[src/rtl/vga_scan_gen_if.sv]
`default_nettype none
// +----------------------------------------------------------------------+
// | vga_scan_gen_if : scan position, sync and sprite-start bundle         |
// | Rev 1.0                                                               |
// +----------------------------------------------------------------------+
interface vga_scan_gen_if;
  logic [9:0] spr_y;
  logic       pixel_tick;
  logic [9:0] pixel_x;
  logic [9:0] pixel_y;
  logic       hsync;
  logic       vsync;
  logic       video_on;
  logic       frame_start;
  logic       spr_start;

  modport master (
    input  spr_y,
    output pixel_tick, pixel_x, pixel_y, hsync, vsync, video_on,
           frame_start, spr_start
  );

  modport slave (
    output spr_y,
    input  pixel_tick, pixel_x, pixel_y, hsync, vsync, video_on,
           frame_start, spr_start
  );
endinterface
`default_nettype wire

[src/rtl/vga_scan_gen.sv]
`default_nettype none
// +----------------------------------------------------------------------+
// | vga_scan_gen : pixel-rate divider, raster counters, syncs and pulses  |
// | Rev 1.0                                                               |
// +----------------------------------------------------------------------+
module vga_scan_gen #(
  parameter int CLK_DIV  = 4,
  parameter int RES_H    = 640,
  parameter int H_FP     = 16,
  parameter int H_SW     = 96,
  parameter int H_BP     = 48,
  parameter int RES_V    = 480,
  parameter int V_FP     = 10,
  parameter int V_SW     = 2,
  parameter int V_BP     = 33,
  parameter bit SYNC_POL = 1'b0
) (
  input  wire logic      clk,
  input  wire logic      rst,
  vga_scan_gen_if.master scan_o
);

  localparam int H_TOTAL = RES_H + H_FP + H_SW + H_BP;
  localparam int V_TOTAL = RES_V + V_FP + V_SW + V_BP;

  localparam logic [9:0] H_LAST   = 10'(H_TOTAL - 1);
  localparam logic [9:0] V_LAST   = 10'(V_TOTAL - 1);
  localparam logic [9:0] H_RES    = 10'(RES_H);
  localparam logic [9:0] V_RES    = 10'(RES_V);
  localparam logic [9:0] H_SYNC_S = 10'(RES_H + H_FP);
  localparam logic [9:0] H_SYNC_E = 10'(RES_H + H_FP + H_SW - 1);
  localparam logic [9:0] V_SYNC_S = 10'(RES_V + V_FP);
  localparam logic [9:0] V_SYNC_E = 10'(RES_V + V_FP + V_SW - 1);

  logic       tick_w;
  logic [9:0] h_q, h_d;
  logic [9:0] v_q, v_d;
  logic       hsync_q, hsync_d;
  logic       vsync_q, vsync_d;
  logic       video_on_q, video_on_d;
  logic       frame_start_q, frame_start_d;
  logic       spr_start_q, spr_start_d;
  logic       spr_done_q, spr_done_d;
  logic       h_wrap_w;
  logic       f_wrap_w;

  generate
    if (CLK_DIV == 1) begin : g_div_bypass
      assign tick_w = 1'b1;
    end else begin : g_div
      localparam int              DIV_W    = $clog2(CLK_DIV);
      localparam logic [DIV_W-1:0] DIV_LAST = DIV_W'(CLK_DIV - 1);

      logic [DIV_W-1:0] div_q, div_d;

      always_comb begin
        div_d = div_q + 1'b1;
        if (div_q == DIV_LAST) begin
          div_d = '0;
        end
      end

      always_ff @(posedge clk) begin
        if (rst) begin
          div_q <= '0;
        end else begin
          div_q <= div_d;
        end
      end

      assign tick_w = (div_q == DIV_LAST);
    end
  endgenerate

  // Decodes are taken from the next counter values so they land on the same edge.
  always_comb begin
    h_wrap_w = tick_w && (h_q == H_LAST);
    f_wrap_w = h_wrap_w && (v_q == V_LAST);

    h_d = h_q;
    v_d = v_q;
    if (tick_w) begin
      h_d = h_wrap_w ? 10'd0 : h_q + 10'd1;
    end
    if (h_wrap_w) begin
      v_d = (v_q == V_LAST) ? 10'd0 : v_q + 10'd1;
    end

    hsync_d    = ((h_d >= H_SYNC_S) && (h_d <= H_SYNC_E)) ? SYNC_POL : ~SYNC_POL;
    vsync_d    = ((v_d >= V_SYNC_S) && (v_d <= V_SYNC_E)) ? SYNC_POL : ~SYNC_POL;
    video_on_d = (h_d < H_RES) && (v_d < V_RES);

    frame_start_d = f_wrap_w;

    // The done flag caps sprite starts at one per frame even if spr_y moves.
    spr_start_d = h_wrap_w && (v_d == scan_o.spr_y) && (scan_o.spr_y < V_RES)
                  && (!spr_done_q || f_wrap_w);
    spr_done_d  = f_wrap_w ? spr_start_d : (spr_done_q | spr_start_d);
  end

  always_ff @(posedge clk) begin
    if (rst) begin
      h_q           <= 10'd0;
      v_q           <= 10'd0;
      hsync_q       <= ~SYNC_POL;
      vsync_q       <= ~SYNC_POL;
      video_on_q    <= 1'b1;
      frame_start_q <= 1'b0;
      spr_start_q   <= 1'b0;
      spr_done_q    <= 1'b0;
    end else begin
      h_q           <= h_d;
      v_q           <= v_d;
      hsync_q       <= hsync_d;
      vsync_q       <= vsync_d;
      video_on_q    <= video_on_d;
      frame_start_q <= frame_start_d;
      spr_start_q   <= spr_start_d;
      spr_done_q    <= spr_done_d;
    end
  end

  assign scan_o.pixel_tick  = tick_w;
  assign scan_o.pixel_x     = h_q;
  assign scan_o.pixel_y     = v_q;
  assign scan_o.hsync       = hsync_q;
  assign scan_o.vsync       = vsync_q;
  assign scan_o.video_on    = video_on_q;
  assign scan_o.frame_start = frame_start_q;
  assign scan_o.spr_start   = spr_start_q;

endmodule
`default_nettype wire

[src/flat_wrapper.sv]
// flat-port wrapper written by rule: the top's interface ports become plain ports
module vga_scan_gen_flat 
#(
  parameter int CLK_DIV  = 4,
  parameter int RES_H    = 640,
  parameter int H_FP     = 16,
  parameter int H_SW     = 96,
  parameter int H_BP     = 48,
  parameter int RES_V    = 480,
  parameter int V_FP     = 10,
  parameter int V_SW     = 2,
  parameter int V_BP     = 33,
  parameter bit SYNC_POL = 1'b0
)
  (clk, rst, scan_o_spr_y, scan_o_pixel_tick, scan_o_pixel_x, scan_o_pixel_y, scan_o_hsync, scan_o_vsync, scan_o_video_on, scan_o_frame_start, scan_o_spr_start);
  vga_scan_gen_if scan_o_i ();
  input  wire logic clk;
  input  wire logic rst;
  input wire logic [$bits(scan_o_i.spr_y)-1:0] scan_o_spr_y;
  output wire logic [$bits(scan_o_i.pixel_tick)-1:0] scan_o_pixel_tick;
  output wire logic [$bits(scan_o_i.pixel_x)-1:0] scan_o_pixel_x;
  output wire logic [$bits(scan_o_i.pixel_y)-1:0] scan_o_pixel_y;
  output wire logic [$bits(scan_o_i.hsync)-1:0] scan_o_hsync;
  output wire logic [$bits(scan_o_i.vsync)-1:0] scan_o_vsync;
  output wire logic [$bits(scan_o_i.video_on)-1:0] scan_o_video_on;
  output wire logic [$bits(scan_o_i.frame_start)-1:0] scan_o_frame_start;
  output wire logic [$bits(scan_o_i.spr_start)-1:0] scan_o_spr_start;
  assign scan_o_i.spr_y = scan_o_spr_y;
  assign scan_o_pixel_tick = scan_o_i.pixel_tick;
  assign scan_o_pixel_x = scan_o_i.pixel_x;
  assign scan_o_pixel_y = scan_o_i.pixel_y;
  assign scan_o_hsync = scan_o_i.hsync;
  assign scan_o_vsync = scan_o_i.vsync;
  assign scan_o_video_on = scan_o_i.video_on;
  assign scan_o_frame_start = scan_o_i.frame_start;
  assign scan_o_spr_start = scan_o_i.spr_start;
  vga_scan_gen #(.CLK_DIV(CLK_DIV), .RES_H(RES_H), .H_FP(H_FP), .H_SW(H_SW), .H_BP(H_BP), .RES_V(RES_V), .V_FP(V_FP), .V_SW(V_SW), .V_BP(V_BP), .SYNC_POL(SYNC_POL)) u_core (.clk(clk), .rst(rst), .scan_o(scan_o_i));
endmodule
[config.mk]
export PLATFORM = sky130hd
export DESIGN_NAME = vga_scan_gen_flat
export DESIGN_NICKNAME = d
export VERILOG_FILES = /design/src/rtl/vga_scan_gen_if.sv /design/src/rtl/vga_scan_gen.sv /design/src/flat_wrapper.sv
export SDC_FILE = /design/constraint.sdc
export NUM_CORES = 1
export LEC_CHECK = 0
export ABC_AREA = 1
export CORE_AREA = 2 2 81 52
export DETAILED_ROUTE_END_ITERATION = 7
export DIE_AREA = 0 0 83 54
export PLACE_DENSITY = 0.77
export SLEW_MARGIN = 30
export SYNTH_ARGS = -nofsm -noshare
export SYNTH_HDL_FRONTEND = slang
export SYNTH_SLANG_ARGS = --single-unit
[constraint.sdc]
create_clock -name clk -period 1.83 [get_ports clk]
set_input_delay 0.4575 -clock clk [delete_from_list [all_inputs] [get_ports clk]]
set_output_delay 0.4575 -clock clk [all_outputs]
set_load 0.01 [all_outputs]
Yosys cells after proc, flatten, opt, wreduce, memory -nomap -nowiden
Cells that the tools add are included.
Widths: inputs -> output; s select.
{"block": "op_classes", "addsub": 3, "order_cmp": 7, "n_eq_ne": 4, "muxes": 7, "n_bitwise": 1, "n_reduce_logical": 11}
{"op": "$mux 10", "n": 4}
{"op": "$add 10x1->10 const B", "n": 2}
{"op": "$eq 10x10->1 const B", "n": 2}
{"op": "$lt 10x9->1 const B", "n": 2}
{"op": "$eq 10x10->1", "n": 1}
{"op": "$ge 10x10->1 const B", "n": 1}
{"op": "$ge 10x9->1 const B", "n": 1}
{"op": "$le 10x10->1 const B", "n": 1}
{"op": "$le 10x9->1 const B", "n": 1}
{"op": "$lt 10x10->1 const B", "n": 1}
{"op": "$logic_and 1x1->1", "n": 8}
{"op": "$mux 1", "n": 3}
{"op": "$add 2x1->2 const B", "n": 1}
{"op": "$eq 2x2->1 const B", "n": 1}
{"op": "$reduce_or 2->1", "n": 1}
{"op": "$logic_not 1->1", "n": 1}
{"op": "$logic_or 1x1->1", "n": 1}
{"op": "$or 1x1->1", "n": 1}
{"block": "totals", "reg_bits": 28, "input_bits": 12, "output_inout_bits": 26}

Longest topological paths before layout
{"block": "depth", "word_depth": 9, "ltp_mapped": 14, "mapped_depth_nobuf": 13}

Worst setup path before layout
No wires, ideal clock.
{"block": "synth_timing", "path_kind": "register to register", "from": "register u_core.g_div.div_q[0]", "to": "register u_core.video_on_q (netlist: u_core.scan_o.video_on)", "setup_time_ps": 114, "arrival_time_ps": 1657, "path_slack_ps": 58, "path_stages_with_launch": 12, "path_buffers": 2, "cell_sequence": "dfxtp_1 ha_1 buf_4 nand2_2 nor3_1 nand2_2 buf_6 nand2_2 nand2_1 nor3_2 nand3b_1 nand2_1"}
{"block": "synth_via", "elab_chain_cells": 6, "elab_cells_between_ends": 8}
{"element": "start: declaration", "line_no": "vga_scan_gen.sv:54", "source": "logic [DIV_W-1:0] div_q, div_d;"}
{"element": "start signal: assignment", "line_no": "vga_scan_gen.sv:67", "source": "div_q <= div_d;"}
{"element": "$eq 2x2->1 (*)", "line_no": "vga_scan_gen.sv:71", "source": "assign tick_w = (div_q == DIV_LAST);"}
{"element": "net scan_o_pixel_tick", "line_no": "flat_wrapper.sv:20", "source": "output wire logic [$bits(scan_o_i.pixel_tick)-1:0] scan_o_pixel_tick;"}
{"element": "$logic_and 1x1->1", "line_no": "vga_scan_gen.sv:77", "source": "h_wrap_w = tick_w && (h_q == H_LAST);"}
{"element": "$mux 10", "line_no": "vga_scan_gen.sv:83", "source": "h_d = h_wrap_w ? 10'd0 : h_q + 10'd1;"}
{"element": "$mux 10", "line_no": "vga_scan_gen.sv:82", "source": "if (tick_w) begin"}
{"element": "$lt 10x10->1", "line_no": "vga_scan_gen.sv:91", "source": "video_on_d = (h_d < H_RES) && (v_d < V_RES);"}
{"element": "$logic_and 1x1->1 (*)", "line_no": "vga_scan_gen.sv:91"}
{"element": "end signal: assignment", "line_no": "vga_scan_gen.sv:116", "source": "video_on_q <= video_on_d;"}
{"element": "end: declaration", "line_no": "vga_scan_gen.sv:40", "source": "logic video_on_q, video_on_d;"}
The timed path passes the listed nets; every way through them passes the cells marked *.
A chain may end at the register's enable or synchronous reset.

Worst setup path after layout
{"block": "layout_timing", "from": "register u_core.h_q[4] (netlist: u_core.scan_o.pixel_x[4])", "to": "output scan_o_pixel_x[4]"}
{"element": "start: declaration", "line_no": "vga_scan_gen.sv:36", "source": "logic [9:0] h_q, h_d;"}
{"element": "start signal: assignment", "line_no": "vga_scan_gen.sv:103", "source": "h_q <= 10'd0;"}
{"element": "start signal: assignment", "line_no": "vga_scan_gen.sv:112", "source": "h_q <= h_d;"}
{"element": "end: declaration", "line_no": "flat_wrapper.sv:21", "source": "output wire logic [$bits(scan_o_i.pixel_x)-1:0] scan_o_pixel_x;"}
No word-level cell between the ends.

==> impl_metrics.json <==
{
  "status": "finished clean",
  "final-hold-violation-count": 0,
  "power_leakage_nw": 1.20,
  "p_sw_uw": 268,
  "finalWirelength_mm": 5.48,
  "fmax_mhz": 556,
  "num-nets-final": 358,
  "fin_ws_ps": 31.6,
  "area_growth_pct": 43.9,
  "fin_crit_ps": 1800,
  "avgSynthCellArea_sq_um": 6.58,
  "drt_iter0_drc": 283,
  "fillerInstances": 303,
  "slew_headroom_pct": 79.7,
  "hp-class": "flop to flop",
  "critPathLaunchType": "flop",
  "place_worst_setup_slack_ps": -119,
  "drv_cap": 0,
  "routed-via-count": 2057,
  "tritoncts": "yes",
  "power_frac_seq_pct": 50.5,
  "synth_seq_cells": 28,
  "dpl.cell_count": 380,
  "netlist_instances": 277,
  "skew_ps": 5.32,
  "critPathKind": "flop to output pin",
  "p_per_area_nw_per_um2": 473,
  "setup.worst_path.end_class": "output pin",
  "drc": 0,
  "cts_buffer_depth": 2,
  "path_clk_slew_ps": 100,
  "crit_slowest_cell": "clkdlybuf4s50_1",
  "worstPathRequired_ps": 1370,
  "intPower_uw": 971,
  "yosys.area.top_type_share_pct": 30.7,
  "syn-cell-area_sq_um": 1820,
  "final_cell_mix": "nand2_1, inv_1, clkdlybuf4s50_1, nor2_1, buf_4",
  "grt_use_total_pct": 23.9,
  "fp-row-count": 18,
  "ctsHtreeMaxLevel": 1,
  "gr-total-overflow": 0,
  "first_pass_iters": 5,
  "dpl.hpwl_mm": 3.73,
  "rsz0062_at_grt": "yes",
  "dieArea_sq_um": 4480,
  "yosysUniqueCellTypes": 34,
  "io_pins": 38,
  "clockPowerShare_pct": 40.4,
  "holdBufCountCts": 0,
  "period_share_pct": 98.3,
  "dieWidth_um": 83,
  "path_cells": "buf_4 -> clkdlybuf4s50_1",
  "vdd_ir_drop_max_uv": 278,
  "grt_pass1_vias": 1684,
  "synth_warnings": 0,
  "synth_nets": 293,
  "routabilityCongestion": 0.936,
  "final_common_cell": "nand2_1",
  "arrival_ps": 1340,
  "comb_power_share_pct": 9.1,
  "cts.sinks": 28,
  "tightest_slew_ps": 302,
  "via_per_inst": 5.26,
  "max_stage_delay_ps": 530,
  "portBuffers": 37,
  "final_antenna_net_count": 0,
  "cp_max_fo": 6,
  "numCtsBuffers": 3,
  "grt_start_max_net_pins": 17,
  "grt_first_pass_wirelength_mm": 8.27,
  "wl_per_cell_um": 14.0,
  "antenna_found_initial": 0,
  "power.share.switching_pct": 21.7,
  "antenna_cells": 0,
  "layout-drive-gt1-share_pct": 24.0,
  "yosys-top-cells-area": "dfxtp_1, nand2_1, inv_1, nor2_1, nand3_1",
  "instances_no_fill": 391,
  "synth_top_cell_by_area": "dfxtp_1",
  "cts_root_buf": "clkbuf_8",
  "maxSlewViolCount": 0,
  "core_sq_um": 3850,
  "initial_utilization_pct": 47.3,
  "clk_latency_ps": 290,
  "die_h_um": 54,
  "synth-seq-area-share_pct": 30.7,
  "setup_viol": 0
}
worst max-delay path, delay by kind of cell (launching register included):
family                 cells  cell delay, ps
buffers and inverters      2             680
flip-flops                 1             370
state kept, by name, indices dropped and copies added, names as in the netlist:
register and cells:
u_core.scan_o.video_on 1, u_core.g_div.div_q 2, u_core.spr_done_q 1, u_core.scan_o.frame_start 1, u_core.scan_o.vsync 1, u_core.scan_o.spr_start 1, u_core.scan_o.pixel_x 10, u_core.scan_o.hsync 1
u_core.scan_o.pixel_y 10
power groups by stage:
stage	Clock, mW	Combinational, mW	Sequential (mW)
after CTS	0.506	0.109	0.625
after detailed placement	0	0.105	0.636
final	0.501	0.112	0.626
after global placement	0	0.103	0.635
after global routing	0.524	0.122	0.628
after floorplan	0	0.0429	0.638
layer usage:
metal,vias up,track usage [%],wire [um]
li1,1007,-,-
met1,918,34.8,2510
met2,121,35.5,2280
met3,11,6.90,632
met4,0,4.37,60
met5,-,0,0
per-stage QoR:
step                setup TNS (ps)  instance area (sq um)  hold WS [ps]  utilization [%]  power, mW
finish                           0                   2620           430             68.1       1.24
global route                  -204                   2620           436             68.1       1.27
CTS                              0                   2550           475             66.2       1.24
detailed placement            -257                   2370           413             61.6      0.740
global placement              -125                   2370           406             61.6      0.739
floorplan                        0                   1820           398                -      0.681
Yosys cell counts, drive strengths merged:
cell    count
a21boi      1
a211oi      1
nor2       40
nor3       11
nand2      82
ha          4
dfxtp      28
a21oi      10
nor3b       2
xor2        2
inv        42
a31oi       1
nand3      32
xnor2       1
nand4       4
xnor3       1
clkbuf      2
and2        2
o21ai       5
nand3b      2
buf         3
nor4        1
path summary, 6_finish.rpt:
kind                                               start                 endpoint  slack [ps]  depth (start not counted)
worst min-delay path               u_core.g_div.div_q[0]    u_core.g_div.div_q[0]         430                          1
worst max register to register  u_core.scan_o.pixel_x[0]  u_core.scan_o.spr_start          30                         12
worst max-delay path            u_core.scan_o.pixel_x[4]        scan_o_pixel_x[4]          30                          2
worst min register to register     u_core.g_div.div_q[0]    u_core.g_div.div_q[0]         430                          1
repair_timing:
item,4_1_cts,5_1_grt
setup endpoints to repair,7,10
gates cloned,1,0
buffers inserted,5,1
pin swaps,6,6
gates resized for setup,14,21
logic make-up after synthesis:
group | after synthesis | share of synthesized area, %
adder cells (fa/ha/maj) | 4 | 2.75
AO/OA/AOI/OAI | 18 | 5.29
XOR/XNOR | 4 | 2.68
buffers and inverters | 47 | 10.9
flip-flops | 28 | 30.7
AND/OR/NAND/NOR | 176 | 47.6
final cells by class:
type                            instances  area [sq um]  area share [%]
Multi-Input combinational cell        203          1170            44.5
Timing Repair Buffer                   64           587            22.4
Sequential cell                        28           578            22.0
Inverter                               42           158            6.01
Tap cell                               50          62.6            2.39
Clock buffer                            3          41.3            1.57
Clock inverter                          1          30.0            1.15
No activity file was read; power rests on OpenSTA's default activity.
